==> src/rtl/mux8_rr_arbiter_pkg.sv <==
// rtl/mux8_rr_arbiter_pkg.sv - mux8_arb_pkg: widths, FSM state encoding and one-hot select helper
package mux8_arb_pkg;

   localparam int N_REQ = 8;
   localparam int SEL_W = 3;

   // Raw state codes kept as plain constants so legacy code can compare against them directly
   localparam logic [0:0] ST_IDLE = 1'b0;
   localparam logic [0:0] ST_HOLD = 1'b1;

   typedef enum logic [0:0] {
      IDLE = ST_IDLE,
      HOLD = ST_HOLD
   } arb_state_e;

   // One-hot grant vector for a select code
   function automatic logic [N_REQ-1:0] sel_onehot(input logic [SEL_W-1:0] s);
      logic [N_REQ-1:0] v;
      v    = '0;
      v[s] = 1'b1;
      return v;
   endfunction

endpackage

==> src/rtl/mux8_rr_arbiter_if.sv <==
// rtl/mux8_rr_arbiter_if.sv - requester/arbiter bundle for the shared 8:1 select lane
interface mux8_rr_arbiter_if;
   import mux8_arb_pkg::*;

   logic [N_REQ-1:0] req;
   logic [N_REQ-1:0] data_in;
   logic [N_REQ-1:0] gnt;
   logic [SEL_W-1:0] sel;
   logic             data_out;
   logic             data_valid;
   logic             busy;
   logic             preempt;

   // Requester side: raises requests and supplies data bits
   modport master (
      output req, data_in,
      input  gnt, sel, data_out, data_valid, busy, preempt
   );

   // Arbiter side
   modport slave (
      input  req, data_in,
      output gnt, sel, data_out, data_valid, busy, preempt
   );

endinterface

==> src/rtl/mux8_rr_arbiter_rr_pick.sv <==
// rtl/mux8_rr_arbiter_rr_pick.sv - rr_pick: combinational rotate-priority encoder
module rr_pick
   import mux8_arb_pkg::*;
(
   input  logic [N_REQ-1:0] req,
   input  logic [SEL_W-1:0] pointer,
   output logic [SEL_W-1:0] winner,
   output logic             any
);

   // Scan offsets from farthest to nearest so the requester closest after the pointer wins;
   // offset N_REQ wraps back onto the pointer itself, giving the last grantee lowest priority
   always_comb begin
      winner = '0;
      any    = |req;
      for (int k = N_REQ; k >= 1; k--) begin
         if (req[pointer + SEL_W'(k)]) begin
            winner = pointer + SEL_W'(k);
         end
      end
   end

endmodule

==> src/rtl/mux8_rr_arbiter.sv <==
// rtl/mux8_rr_arbiter.sv - round-robin grant/select sequencer for the 8:1 lane; ARB_TIMEOUT_EN adds forced release
module mux8_rr_arbiter
   import mux8_arb_pkg::*;
#(
   parameter int MAX_BEATS = 16
) (
   input logic               clk,
   input logic               rst_n,
   mux8_rr_arbiter_if.slave  bus
);

   if (MAX_BEATS < 2) begin : g_bad_max_beats
      $error("MAX_BEATS must be at least 2");
   end

   arb_state_e       state_q, state_d;
   logic [N_REQ-1:0] gnt_q, gnt_d;
   logic [SEL_W-1:0] sel_q, sel_d;
   logic [SEL_W-1:0] ptr_q, ptr_d;
   logic             data_out_q, data_out_d;
   logic             data_valid_q, data_valid_d;
   logic             busy_q, busy_d;
   logic             preempt_q, preempt_d;

   logic [SEL_W-1:0] pick_winner;
   logic             pick_any;
   logic             hold_req;
   logic             force_release;

   rr_pick u_pick (
      .req     (bus.req),
      .pointer (ptr_q),
      .winner  (pick_winner),
      .any     (pick_any)
   );

   assign hold_req = bus.req[sel_q];

`ifdef ARB_TIMEOUT_EN
   localparam int BEAT_W = $clog2(MAX_BEATS);

   logic [BEAT_W-1:0] beat_q, beat_d;

   // Last permitted HOLD cycle reached while the grantee still wants the lane
   assign force_release = hold_req && (beat_q == BEAT_W'(MAX_BEATS - 1));

   // Beat counter restarts on every grant and advances once per HOLD cycle
   always_comb begin
      beat_d = beat_q;
      if (state_q == IDLE) begin
         beat_d = '0;
      end else if (hold_req && !force_release) begin
         beat_d = beat_q + 1'b1;
      end
   end

   // Beat counter register
   always_ff @(posedge clk) begin
      if (!rst_n) begin
         beat_q <= '0;
      end else begin
         beat_q <= beat_d;
      end
   end
`else
   assign force_release = 1'b0;
`endif

   // IDLE arbitrates and grants; HOLD forwards data until release (or forced release)
   always_comb begin
      state_d      = state_q;
      gnt_d        = gnt_q;
      sel_d        = sel_q;
      ptr_d        = ptr_q;
      data_out_d   = data_out_q;
      data_valid_d = data_valid_q;
      busy_d       = busy_q;
      preempt_d    = 1'b0;
      case (state_q)
         IDLE: begin
            if (pick_any) begin
               state_d      = HOLD;
               gnt_d        = sel_onehot(pick_winner);
               sel_d        = pick_winner;
               busy_d       = 1'b1;
               data_valid_d = 1'b0;
            end
         end
         HOLD: begin
            if (!hold_req || force_release) begin
               // sel stays on the last grantee so the mux keeps a stable select
               state_d      = IDLE;
               gnt_d        = '0;
               busy_d       = 1'b0;
               data_valid_d = 1'b0;
               ptr_d        = sel_q;
               preempt_d    = force_release;
            end else begin
               data_out_d   = bus.data_in[sel_q];
               data_valid_d = 1'b1;
            end
         end
         default: begin
            state_d = IDLE;
         end
      endcase
   end

   // Arbiter state and registered outputs
   always_ff @(posedge clk) begin
      if (!rst_n) begin
         state_q      <= IDLE;
         gnt_q        <= '0;
         sel_q        <= '0;
         ptr_q        <= SEL_W'(N_REQ - 1);
         data_out_q   <= 1'b0;
         data_valid_q <= 1'b0;
         busy_q       <= 1'b0;
         preempt_q    <= 1'b0;
      end else begin
         state_q      <= state_d;
         gnt_q        <= gnt_d;
         sel_q        <= sel_d;
         ptr_q        <= ptr_d;
         data_out_q   <= data_out_d;
         data_valid_q <= data_valid_d;
         busy_q       <= busy_d;
         preempt_q    <= preempt_d;
      end
   end

   assign bus.gnt        = gnt_q;
   assign bus.sel        = sel_q;
   assign bus.data_out   = data_out_q;
   assign bus.data_valid = data_valid_q;
   assign bus.busy       = busy_q;
   assign bus.preempt    = preempt_q;

endmodule

==> src/flat_wrapper.sv <==
// flat-port wrapper written by rule: the top's interface ports become plain ports
module mux8_rr_arbiter_flat import mux8_arb_pkg::*;
#(
   parameter int MAX_BEATS = 16
)
  (clk, rst_n, bus_req, bus_data_in, bus_gnt, bus_sel, bus_data_out, bus_data_valid, bus_busy, bus_preempt);
  mux8_rr_arbiter_if bus_i ();
  input logic clk;
  input logic rst_n;
  input wire logic [$bits(bus_i.req)-1:0] bus_req;
  input wire logic [$bits(bus_i.data_in)-1:0] bus_data_in;
  output wire logic [$bits(bus_i.gnt)-1:0] bus_gnt;
  output wire logic [$bits(bus_i.sel)-1:0] bus_sel;
  output wire logic [$bits(bus_i.data_out)-1:0] bus_data_out;
  output wire logic [$bits(bus_i.data_valid)-1:0] bus_data_valid;
  output wire logic [$bits(bus_i.busy)-1:0] bus_busy;
  output wire logic [$bits(bus_i.preempt)-1:0] bus_preempt;
  assign bus_i.req = bus_req;
  assign bus_i.data_in = bus_data_in;
  assign bus_gnt = bus_i.gnt;
  assign bus_sel = bus_i.sel;
  assign bus_data_out = bus_i.data_out;
  assign bus_data_valid = bus_i.data_valid;
  assign bus_busy = bus_i.busy;
  assign bus_preempt = bus_i.preempt;
  mux8_rr_arbiter #(.MAX_BEATS(MAX_BEATS)) u_core (.clk(clk), .rst_n(rst_n), .bus(bus_i));
endmodule
==> config.mk <==
export PLATFORM = sky130hd
export DESIGN_NAME = mux8_rr_arbiter_flat
export DESIGN_NICKNAME = d
export VERILOG_FILES = /design/src/rtl/mux8_rr_arbiter_pkg.sv /design/src/rtl/mux8_rr_arbiter_if.sv /design/src/rtl/mux8_rr_arbiter_rr_pick.sv /design/src/rtl/mux8_rr_arbiter.sv /design/src/flat_wrapper.sv
export SDC_FILE = /design/constraint.sdc
export NUM_CORES = 1
export LEC_CHECK = 0
export BUFFER_PORTS_ARGS = -buffer_cell sky130_fd_sc_hd__buf_2
export CAP_MARGIN = 20
export CORE_MARGIN = 2
export CORE_UTILIZATION = 43
export CTS_BUF_LIST = sky130_fd_sc_hd__clkbuf_16
export CTS_CLUSTER_DIAMETER = 30
export DETAILED_ROUTE_END_ITERATION = 10
export GPL_ROUTABILITY_DRIVEN = 0
export GPL_TIMING_DRIVEN = 0
export HOLD_SLACK_MARGIN = 0.12
export PLACE_DENSITY = 0.64
export REMOVE_ABC_BUFFERS = 1
export SLEW_MARGIN = 20
export SYNTH_ARGS = -nofsm -noshare
export SYNTH_HDL_FRONTEND = slang
export SYNTH_SLANG_ARGS = --single-unit
export TNS_END_PERCENT = 5
==> constraint.sdc <==
create_clock -name clk -period 4.7 [get_ports clk]
set_input_delay 0 -clock clk [delete_from_list [all_inputs] [get_ports clk]]
set_output_delay 0 -clock clk [all_outputs]
set_load 0.01 [all_outputs]
==> results of run 1 <==
flip-flops by register name, indices dropped and copies added, names as in the netlist:
name                   cells
u_core.ptr_q               3
u_core.bus.busy            1
u_core.bus.gnt             8
u_core.state_q             1
u_core.bus.data_valid      1
u_core.bus.sel             3
u_core.bus.data_out        1
final timing paths:
kind,depth (start not counted),endpoint
setup / recovery,9,u_core.bus.gnt[4]
hold / removal,6,u_core.bus.data_out
setup reg to reg,9,u_core.bus.gnt[4]
hold reg to reg,2,u_core.bus.gnt[3]
synth_stat cells, types with 4 or more instances:
library cell and n:
a22o_1 4, nor2_1 6, mux4_2 15, buf_6 4, mux2_2 7, inv_1 9
mux2i_1 11, nand3_1 5, a21oi_1 11, o21ai_0 10, dfxtp_1 18, buf_2 5
nand2b_1 4, nand2_1 18, clkbuf_1 5
power breakdown:
group	total, mW	internal [mW]	leakage, nW	switching (mW)
Sequential	0.295	0.200	0.147	0.0953
Combinational	0.900	0.432	0.673	0.468
Clock	0.170	0.113	0.0385	0.0565
Total	1.37	0.745	0.859	0.620
what timing repair did:
action,4_1_cts,5_1_grt
hold endpoints to repair,5,0
hold buffers,1,0
endpoints found under the setup margin,0,0
stage by stage:
stage           util  power [mW]
6_report       0.491        1.37
5_1_grt        0.491        1.47
4_1_cts        0.491        1.37
3_5_place_dp   0.470        1.20
3_3_place_gp   0.470        1.19
2_1_floorplan      -        1.00
cell families (layout without fill, tap and decap cells):
logic type / Yosys count / after routing / share of synthesized area
muxes: 38 / 38 / 0.322
DFF: 18 / 18 / 0.188
xor gates and xnor gates: 3 / 3 / 0.0137
other: 1 / 1 / 0.00196
adders and majority gates: 2 / 2 / 0.0131
buffers and inverters: 26 / 45 / 0.0724
and+or+nand+nor: 53 / 53 / 0.151
AOI/OAI and AO/OA: 59 / 59 / 0.238
final cells by class:
| type | count | share of cell area |
|---|---|---|
| multi-input combinational | 156 | 0.668 |
| sequential | 18 | 0.170 |
| timing repair buffer | 32 | 0.0778 |
| clock buffer | 3 | 0.0354 |
| tap | 52 | 0.0307 |
| inverter | 9 | 0.0159 |
| clock inverter | 1 | 0.00177 |
layer usage:
layer  vias to the layer above  share of wire  track usage
met5                         -              0            0
met1                       801           0.48        0.274
met3                         0          0.054       0.0271
met2                        53           0.47        0.269
met4                         0              0       0.0168
li1                        817              -            -
worst max-delay path, stage by stage, from the launching register on:
cell and delay [ns]:
dfxtp_1 0.87, inv_1 0.22, ha_1 0.76, mux2_2 0.41, mux4_2 0.50, o32ai_1 0.15
o311ai_1 0.18, a211oi_2 0.50, nor2_1 0.08, a32o_1 0.26
==> flow_summary.yaml, run 1 <==
routing:
  via_per_inst: 6.17
  drt_pass1_iterations: 4
  post-route-drc-count: 0
  antenna_left: 0
  wl_um: 4330
  wl_per_cell_um: 16.0
  via_count: 1671
  dr.first_iter.drc_count: 105
timing:
  rsz0062_at_grt: "no"
  worst_pin_slew_ns: 0.838
  fin_ws_ns: 0.662
  period_share: 0.859
  final_hold_viol_count: 0
  timing.fmax_mhz: 248
  skew_ns: 0.00245
  slew_violations: 0
  finalSetupTns_ns: 0
  min_period_ns: 4.04
  slew_headroom: 0.440
  setup_viol: 0
  whs_ns: 0.332
pwr:
  power_density_mw_per_mm2: 643
  leakagePower_nw: 0.859
  max-vdd-ir-drop_mv: 0.245
yosys:
  synth_edf_count: 0
  ys_seq_area_frac: 0.188
  synth_warnings: 0
  ys_dominant_reg_cell: "dfxtp_1"
  async_reset_ff_frac: 0
  yosysUniqueCellTypes: 59
  yosys.area.top_type: "dfxtp_1"
  synth_top_cell_area_share: 0.188
  syn-cell-area_mm2: 0.00192
  avgSynthCellArea_um2: 9.58
  yosys_register_bits: 18
  synthCells: 200
  synth_area_leaders: "dfxtp_1 19%, mux4_2 18%, mux2i_1 5.7%"
worst_setup_path:
  reg2reg_from: "u_core.ptr_q[1]"
  startpoint_type: "flop"
  startpoint: "u_core.ptr_q[1]"
  timing_worst_setup_path_type: "flop to flop"
  worstPathArrival_ns: 4.18
  r2r_setup_slack_ns: 0.66
  cp-end-kind: "flop"
  crit_required_ns: 4.84
  critPathMaxFanout: 19
cts:
  cts_setup_buffers: 0
  htree_levels: 1
  cts_tree: "done"
  clk_pin_slew_worst_paths_ns: 0.05
  ctsResizeCount: 0
  cts_buffer_depth: 2
  clock-sinks: 18
  cts_buffers: 3
  cts_root_buffer: "clkbuf_16"
  clkLatencyLatePin_ns: 0.25
run:
  cap_violations: 0
global_routing:
  grt_max_degree: 27
  grt_usage: 0.176
  grt_pass1_wl_um: 7280
  overflow: 0
  antenna_found_initial: 0
  grt_pass1_vias: 1490
finish:
  multi_input_area_mm2: 0.00142
  nets: 240
  fin_area_mm2: 0.00212
  final_common_cell: "buf_2"
  mostFrequentLayoutCells: "31 x buf_2, 18 x nand2_1, 17 x dfxtp_1, 15 x mux4_2"
  n_fill_cell: 404
  n_antenna_cell: 0
  register_area_um2: 362
  stdcell_count: 271
  area_growth_syn_to_layout_pct: 10.7
  drive_gt1_frac: 0.329
placement:
  dpl_worst_slack_ns: 0.663
  dpl.cell_count: 266
  port_buffers: 31
  hpwl_um: 3220
  dpl_cell_area_mm2: 0.00203
floorplan:
  core_area_mm2: 0.00432
  die_w_um: 70.8
  rows: 24
  die_h_um: 70.8
  boundaryPins: 33
  start_util: 0.443
  fp.dieArea_mm2: 0.00501
worst_hold_path:
  min_path_type: "primary input to flop"
  min_from: "bus_data_in[4]"
run_status:
  status: "finished, final reports clean"
(Power assumes the default switching activity.)
==> inputs of run 2 (changes only) <==
--- a/config.mk
+++ b/config.mk
@@ -5,6 +5,7 @@
 export SDC_FILE = /design/constraint.sdc
 export NUM_CORES = 1
 export LEC_CHECK = 0
+export ABC_AREA = 0
 export BUFFER_PORTS_ARGS = -buffer_cell sky130_fd_sc_hd__buf_2
 export CAP_MARGIN = 20
 export CORE_MARGIN = 2
@@ -20,5 +21,6 @@
 export SLEW_MARGIN = 20
 export SYNTH_ARGS = -nofsm -noshare
 export SYNTH_HDL_FRONTEND = slang
+export SYNTH_HIERARCHICAL = 1
 export SYNTH_SLANG_ARGS = --single-unit
 export TNS_END_PERCENT = 5
==> run 2 against run 1 <==
  * Cell count is 0.74% higher
  * Wire length shrank 5.9%
  * Total power is 6.6% lower
  * Die area decreased by 5.7%
  * Critical path type unchanged
  * Via count down 3.2%
==> flow_summary.yaml, run 2 <==
run_status:
  status: "finished, final reports clean"
yosys:
  yosys_register_bits: 18
  synth_top_family_by_area: "multiplexers"
  synthMuxAreaShare: 0.272
  syn-cell-area_mm2: 0.00180
  ys_seq_area_frac: 0.200
  yosysUniqueCellTypes: 48
  synth_area_leaders: "dfxtp_1 20%, mux4_2 7.5%, mux2i_1 6.1%"
  synthCells: 202
  ys_dominant_reg_cell: "dfxtp_1"
  yosys.area_share.simple: 0.185
  synthXorXnorAreaFrac: 0.0146
  avgSynthCellArea_um2: 8.92
  synth_top_cell_area_share: 0.200
  synth_fa_ha_area_frac: 0.0139
  synth_warnings: 6
  synth-compound-area-share: 0.249
  yosys.area.top_type: "dfxtp_1"
  synth_most_common_cell: "nand2_1"
  synth_edf_count: 0
  async_reset_ff_frac: 0
  synth_commonest_cells: "20 x nand2_1, 18 x dfxtp_1, 15 x nor2_1, 14 x nor2b_1, 11 x mux2i_1"
pwr:
  power.share.switching: 0.457
  power_density_mw_per_mm2: 632
  p_switching_mw: 0.582
  finalPower_mw: 1.28
  p_clk_frac: 0.133
  leakagePower_nw: 0.842
  max-vdd-ir-drop_mv: 0.325
  seq_power_share: 0.231
  comb_power_share: 0.637
  internal_power_mw: 0.693
cts:
  cts_buffers: 3
  htree_levels: 1
  cts_tree: "done"
  clock-sinks: 18
  clkLatencyLatePin_ns: 0.25
  ctsResizeCount: 0
  postCtsHoldBufs: 0
  clk_pin_slew_worst_paths_ns: 0.05
  cts_buffer_depth: 2
  cts_root_buffer: "clkbuf_16"
  cts_setup_buffers: 0
placement:
  port_buffers: 31
  hpwl_um: 2860
worst_setup_path:
  path_cells: "inv_1 > ha_1 > mux4_2 > mux2_2 > nand2b_1 > o21ai_0 > nor2_1 > a21oi_1 > nor2b_1 > a31oi_1 > o22ai_1"
  reg2reg_from: "u_core/ptr_q[1]"
  max_stage_delay_ns: 0.76
  r2r_setup_slack_ns: 0.56
  startpoint_type: "flop"
  cp_slowest_cell: "dfxtp_1"
  crit_required_ns: 4.83
  worstPathArrival_ns: 4.27
  timing.rr.end: "u_core/bus.gnt[4]"
  timing_worst_setup_path_type: "flop to flop"
  critPathMaxFanout: 17
  cp_num_buf_inv: 1
  cp-end-kind: "flop"
  path_delay_family: "multiplexers"
  rr_worst_depth: 11
timing:
  timing.fmax_mhz: 242
  final_hold_viol_count: 0
  period_share: 0.880
  slew_headroom: 0.490
  worst_pin_slew_ns: 0.764
  skew_ns: 0.00429
  finalSetupTns_ns: 0
  setup_viol: 0
  rsz0062_at_grt: "no"
  slew_violations: 0
  min_period_ns: 4.14
routing:
  dr.first_iter.drc_count: 141
  antenna_left: 0
  via_per_inst: 5.93
  wl_per_cell_um: 14.9
  wl_um: 4070
  via_count: 1618
  post-route-drc-count: 0
  drt_pass1_iterations: 4
finish:
  drive_gt1_frac: 0.260
  nets: 244
  final_common_cell: "buf_2"
  mostFrequentLayoutCells: "31 x buf_2, 20 x nand2_1, 18 x dfxtp_1, 15 x nor2_1, 14 x nor2b_1"
  largest_reg_flops: 8
  n_fill_cell: 395
  n_antenna_cell: 0
  area_growth_syn_to_layout_pct: 12.1
global_routing:
  grt_usage: 0.189
  overflow: 0
  grt_pass1_wl_um: 6870
  grt_pass1_vias: 1427
  grt_max_degree: 24
  antenna_found_initial: 0
floorplan:
  boundaryPins: 33
  fp.dieArea_mm2: 0.00472
  die_h_um: 68.7
  start_util: 0.447
  die_w_um: 68.7
  rows: 23
  core_area_mm2: 0.00403
worst_hold_path:
  min_from: "rst_n"
  min_path_type: "primary input to flop"
  whs_path_depth: 2
  min_to: "u_core/ptr_q[2]"
run:
  cap_violations: 0
[run 2: cell families (layout without fill, tap and decap cells)]
logic type | after synthesis | count (layout)
muxes | 32 | 32
xor gates and xnor gates | 3 | 3
DFF | 18 | 18
other | 1 | 1
and+or+nand+nor | 67 | 67
AOI/OAI and AO/OA | 55 | 55
buffers and inverters | 24 | 45
adders and majority gates | 2 | 2
[run 2: through the flow]
| stage | cell area (um2) | setup slack (ns) | utilization | hold WS, ns | cells |
|---|---|---|---|---|---|
| 5_1_grt | 2020 | 0.183 | 0.501 | 0.176 | 273 |
| 3_3_place_gp | 1940 | 0.580 | 0.482 | 0.385 | 269 |
| 2_1_floorplan | 1720 | 1.25 | - | 0.0889 | 188 |
| 3_5_place_dp | 1940 | 0.621 | 0.482 | 0.387 | 269 |
| 6_report | 2020 | 0.562 | 0.501 | 0.136 | 273 |
| 4_1_cts | 2020 | 0.611 | 0.501 | 0.140 | 273 |
[run 2: power groups by stage]
stage          clock [mW]  combinational, mW  sequential (mW)
3_5_place_dp            0              0.802            0.298
6_report            0.169              0.812            0.294
5_1_grt             0.179              0.897            0.309
4_1_cts             0.172              0.805            0.295
3_3_place_gp            0              0.800            0.297
2_1_floorplan           0              0.616            0.295
[run 2: cell type report]
class / instances / area (um2) / area share
Tap cell: 50 / 62.6 / 0.0310
Clock inverter: 1 / 3.75 / 0.00186
Multi-Input combinational cell: 160 / 1330 / 0.656
Clock buffer: 3 / 75.1 / 0.0372
Inverter: 10 / 37.5 / 0.0186
Timing Repair Buffer: 31 / 155 / 0.0768
Sequential cell: 18 / 360 / 0.178
[run 2: worst max path at each step]
stage	end	cells after the start	slack [ns]	from
after global routing	u_core/bus.gnt[5]	11	0.18	u_core/ptr_q[1]
final	u_core/bus.gnt[4]	11	0.56	u_core/ptr_q[1]
after detailed placement	u_core/bus.gnt[4]	11	0.62	u_core/ptr_q[1]
after global placement	u_core/bus.gnt[4]	11	0.58	u_core/ptr_q[1]
after CTS	u_core/bus.gnt[5]	11	0.61	u_core/ptr_q[0]
after floorplan	u_core/bus.gnt[4]	11	1.25	u_core/ptr_q[0]
[run 2: layer usage]
metal | share of wire | up-vias | GRT usage
met2 | 0.47 | 49 | 0.298
met5 | 0 | - | 0
li1 | - | 809 | -
met3 | 0.037 | 2 | 0.0146
met1 | 0.49 | 758 | 0.280
met4 | 0.0032 | 0 | 0.0441
==> inputs of run 3 (changes only) <==
--- a/config.mk
+++ b/config.mk
@@ -5,7 +5,7 @@
 export SDC_FILE = /design/constraint.sdc
 export NUM_CORES = 1
 export LEC_CHECK = 0
-export ABC_AREA = 0
+export ABC_AREA = 1
 export BUFFER_PORTS_ARGS = -buffer_cell sky130_fd_sc_hd__buf_2
 export CAP_MARGIN = 20
 export CORE_MARGIN = 2
@@ -16,7 +16,7 @@
 export GPL_ROUTABILITY_DRIVEN = 0
 export GPL_TIMING_DRIVEN = 0
 export HOLD_SLACK_MARGIN = 0.12
-export PLACE_DENSITY = 0.64
+export PLACE_DENSITY = 0.65
 export REMOVE_ABC_BUFFERS = 1
 export SLEW_MARGIN = 20
 export SYNTH_ARGS = -nofsm -noshare
==> constraint.sdc (replaced) <==
create_clock -name clk -period 4.3 [get_ports clk]
set_input_delay 0 -clock clk [delete_from_list [all_inputs] [get_ports clk]]
set_output_delay 0 -clock clk [all_outputs]
set_load 0.01 [all_outputs]
==> run 3 against run 2 <==
  * Clock power up 6%
  * Setup slack better by 0.92 ns
  * Combinational power up 33%
  * Sequential share of layout area up 1.7 points
  * Register-to-register slack better by 0.92 ns
  * Via count down 0.80%
  * Fmax up 47%
  * Non-clock buffer count up 1
  * Critical path depth up 6
  * Highest routed layer unchanged
==> flow_summary.yaml, run 3 <==
yosys:
  synth_top_cell_area_share: 0.223
  synth_commonest_cells: "69 x nand2_1, 34 x nand3_1, 26 x inv_1, 18 x dfxtp_1, 16 x a21oi_1"
  synth_edf_count: 0
  synth_area_leaders: "dfxtp_1 22%, nand2_1 16%, nand3_1 11%"
  synth_fa_ha_area_frac: 0.0155
  async_reset_ff_frac: 0
  synth-compound-area-share: 0.131
  syn-cell-area_mm2: 0.00162
  synth_most_common_cell: "nand2_1"
  synth_top_family_by_area: "simple AND/OR/NAND/NOR gates"
  yosys_register_bits: 18
  avgSynthCellArea_um2: 6.52
  synthXorXnorAreaFrac: 0.0410
  synthMuxAreaShare: 0
  yosys.area_share.simple: 0.455
  ys_seq_area_frac: 0.223
  synthCells: 248
  yosysUniqueCellTypes: 34
  yosys.area.top_type: "dfxtp_1"
  ys_dominant_reg_cell: "dfxtp_1"
  synth_warnings: 6
finish:
  n_antenna_cell: 0
  mostFrequentLayoutCells: "69 x nand2_1, 34 x nand3_1, 31 x buf_2, 26 x inv_1, 18 x dfxtp_1"
  stdcell_count: 323
  register_area_um2: 360
  drive_gt1_frac: 0.269
  n_fill_cell: 388
  multi_input_area_mm2: 0.00104
  nets: 297
  fin_area_mm2: 0.00184
  final_common_cell: "nand2_1"
  area_growth_syn_to_layout_pct: 13.8
  largest_reg_flops: 8
timing:
  setup_viol: 0
  finalSetupTns_ns: 0
  rsz0062_at_grt: "no"
  skew_ns: 0.00250
  final_hold_viol_count: 0
  worst_pin_slew_ns: 0.582
  whs_ns: 0.248
  period_share: 0.655
  slew_violations: 0
  min_period_ns: 2.82
  slew_headroom: 0.611
  timing.fmax_mhz: 355
worst_hold_path:
  min_path_type: "primary input to flop"
global_routing:
  overflow: 0
  antenna_found_initial: 0
  grt_pass1_vias: 1489
  grt_pass1_wl_um: 6290
  grt_max_degree: 19
  grt_usage: 0.182
placement:
  dpl.cell_count: 319
  dpl_cell_area_mm2: 0.00176
  port_buffers: 31
  hpwl_um: 2820
run_status:
  status: "finished, final reports clean"
routing:
  wl_um: 3640
  via_per_inst: 4.97
  drt_pass1_iterations: 4
  via_count: 1605
  post-route-drc-count: 0
  dr.first_iter.drc_count: 69
  antenna_left: 0
  wl_per_cell_um: 11.3
worst_setup_path:
  timing.rr.end: "u_core/bus.gnt[2]"
  reg2reg_from: "u_core/ptr_q[0]"
  crit_required_ns: 4.47
  timing_worst_setup_path_type: "flop to flop"
  rr_worst_depth: 17
  startpoint: "u_core/ptr_q[0]"
  worstPathArrival_ns: 2.99
  endpoint: "u_core/bus.gnt[2]"
  startpoint_type: "flop"
  critPathMaxFanout: 12
  cp-end-kind: "flop"
  r2r_setup_slack_ns: 1.48
floorplan:
  boundaryPins: 33
  die_w_um: 65.3
  rows: 22
  core_area_mm2: 0.00363
  fp.dieArea_mm2: 0.00427
  start_util: 0.445
  die_h_um: 65.3
cts:
  cts_root_buffer: "clkbuf_16"
  clkLatencyLatePin_ns: 0.25
  cts_tree: "done"
  ctsResizeCount: 0
  cts_buffer_depth: 2
  clk_pin_slew_worst_paths_ns: 0.05
  cts_buffers: 3
  clock-sinks: 18
  htree_levels: 1
pwr:
  leakagePower_nw: 0.955
  power_density_mw_per_mm2: 855
  max-vdd-ir-drop_mv: 0.399
run:
  cap_violations: 0
## run 3: report_power, final
part	switching (mW)	internal (mW)	leakage, nW
clock	0.0566	0.122	0.0370
sequential	0.0877	0.225	0.148
combinational	0.692	0.391	0.771
## run 3: per-stage QoR
stage          utilization  power (mW)  worst slack (ns)
6_report             0.507        1.58              1.48
5_1_grt              0.507        1.77              1.09
4_1_cts              0.507        1.59              1.48
3_5_place_dp         0.483        1.40              1.51
3_3_place_gp         0.483        1.39              1.50
2_1_floorplan            -        1.16              1.91
## run 3: how the worst min path moves through the flow
| stage | from | to | slack (ns) | depth (start not counted) |
|---|---|---|---|---|
| 2_1_floorplan | rst_n | u_core/ptr_q[0] | 0.08 | 1 |
| 3_3_place_gp | rst_n | u_core/ptr_q[1] | 0.29 | 2 |
| 3_5_place_dp | rst_n | u_core/ptr_q[2] | 0.29 | 2 |
| 4_1_cts | bus_data_in[0] | u_core/bus.data_out | 0.25 | 7 |
| 5_1_grt | bus_data_in[5] | u_core/bus.data_out | 0.32 | 7 |
| 6_report | bus_data_in[5] | u_core/bus.data_out | 0.25 | 7 |
## run 3: per-layer routing
| metal | up-vias | global-route usage | share of wire |
|---|---|---|---|
| met5 | - | 0 | 0 |
| met4 | 0 | 0.0443 | 0.0085 |
| met3 | 4 | 0.0394 | 0.045 |
| met2 | 35 | 0.293 | 0.43 |
| met1 | 709 | 0.248 | 0.52 |
| li1 | 857 | - | - |
## run 3: worst max-delay path, cell delays in order (launching register included)
cell     delay, ns
dfxtp_1       0.66
inv_8         0.10
ha_1          0.45
inv_2         0.17
nand3_1       0.13
nand3_2       0.13
nand2_2       0.06
nor2_2        0.12
nand2_1       0.06
nand3_1       0.06
nand2_1       0.05
nand2_1       0.05
nand2_1       0.06
a21oi_2       0.24
inv_1         0.06
nor2_1        0.12
nand2_1       0.07
a21oi_1       0.15
## run 3: logic make-up (layout without fill, tap and decap cells)
group                      Yosys count  after routing
xor gates and xnor gates             5              5
adders and majority gates            2              2
and+or+nand+nor                    148            148
AOI/OAI and AO/OA                   34             34
buffers and inverters               40             67
other                                1              1
DFF                                 18             18
## run 3: final cells by class
| class | count | share of cell area |
|---|---|---|
| Sequential cell | 18 | 0.196 |
| Clock buffer | 3 | 0.0408 |
| Timing Repair Buffer | 32 | 0.0897 |
| Tap cell | 48 | 0.0326 |
| Inverter | 32 | 0.0747 |
| Multi-Input combinational cell | 190 | 0.567 |
## run 3: timing repair
| item | CTS | global route |
|---|---|---|
| setup buffers | 0 | 0 |
| hold buffers | 1 | 0 |
| endpoints found under the hold margin | 8 | 0 |
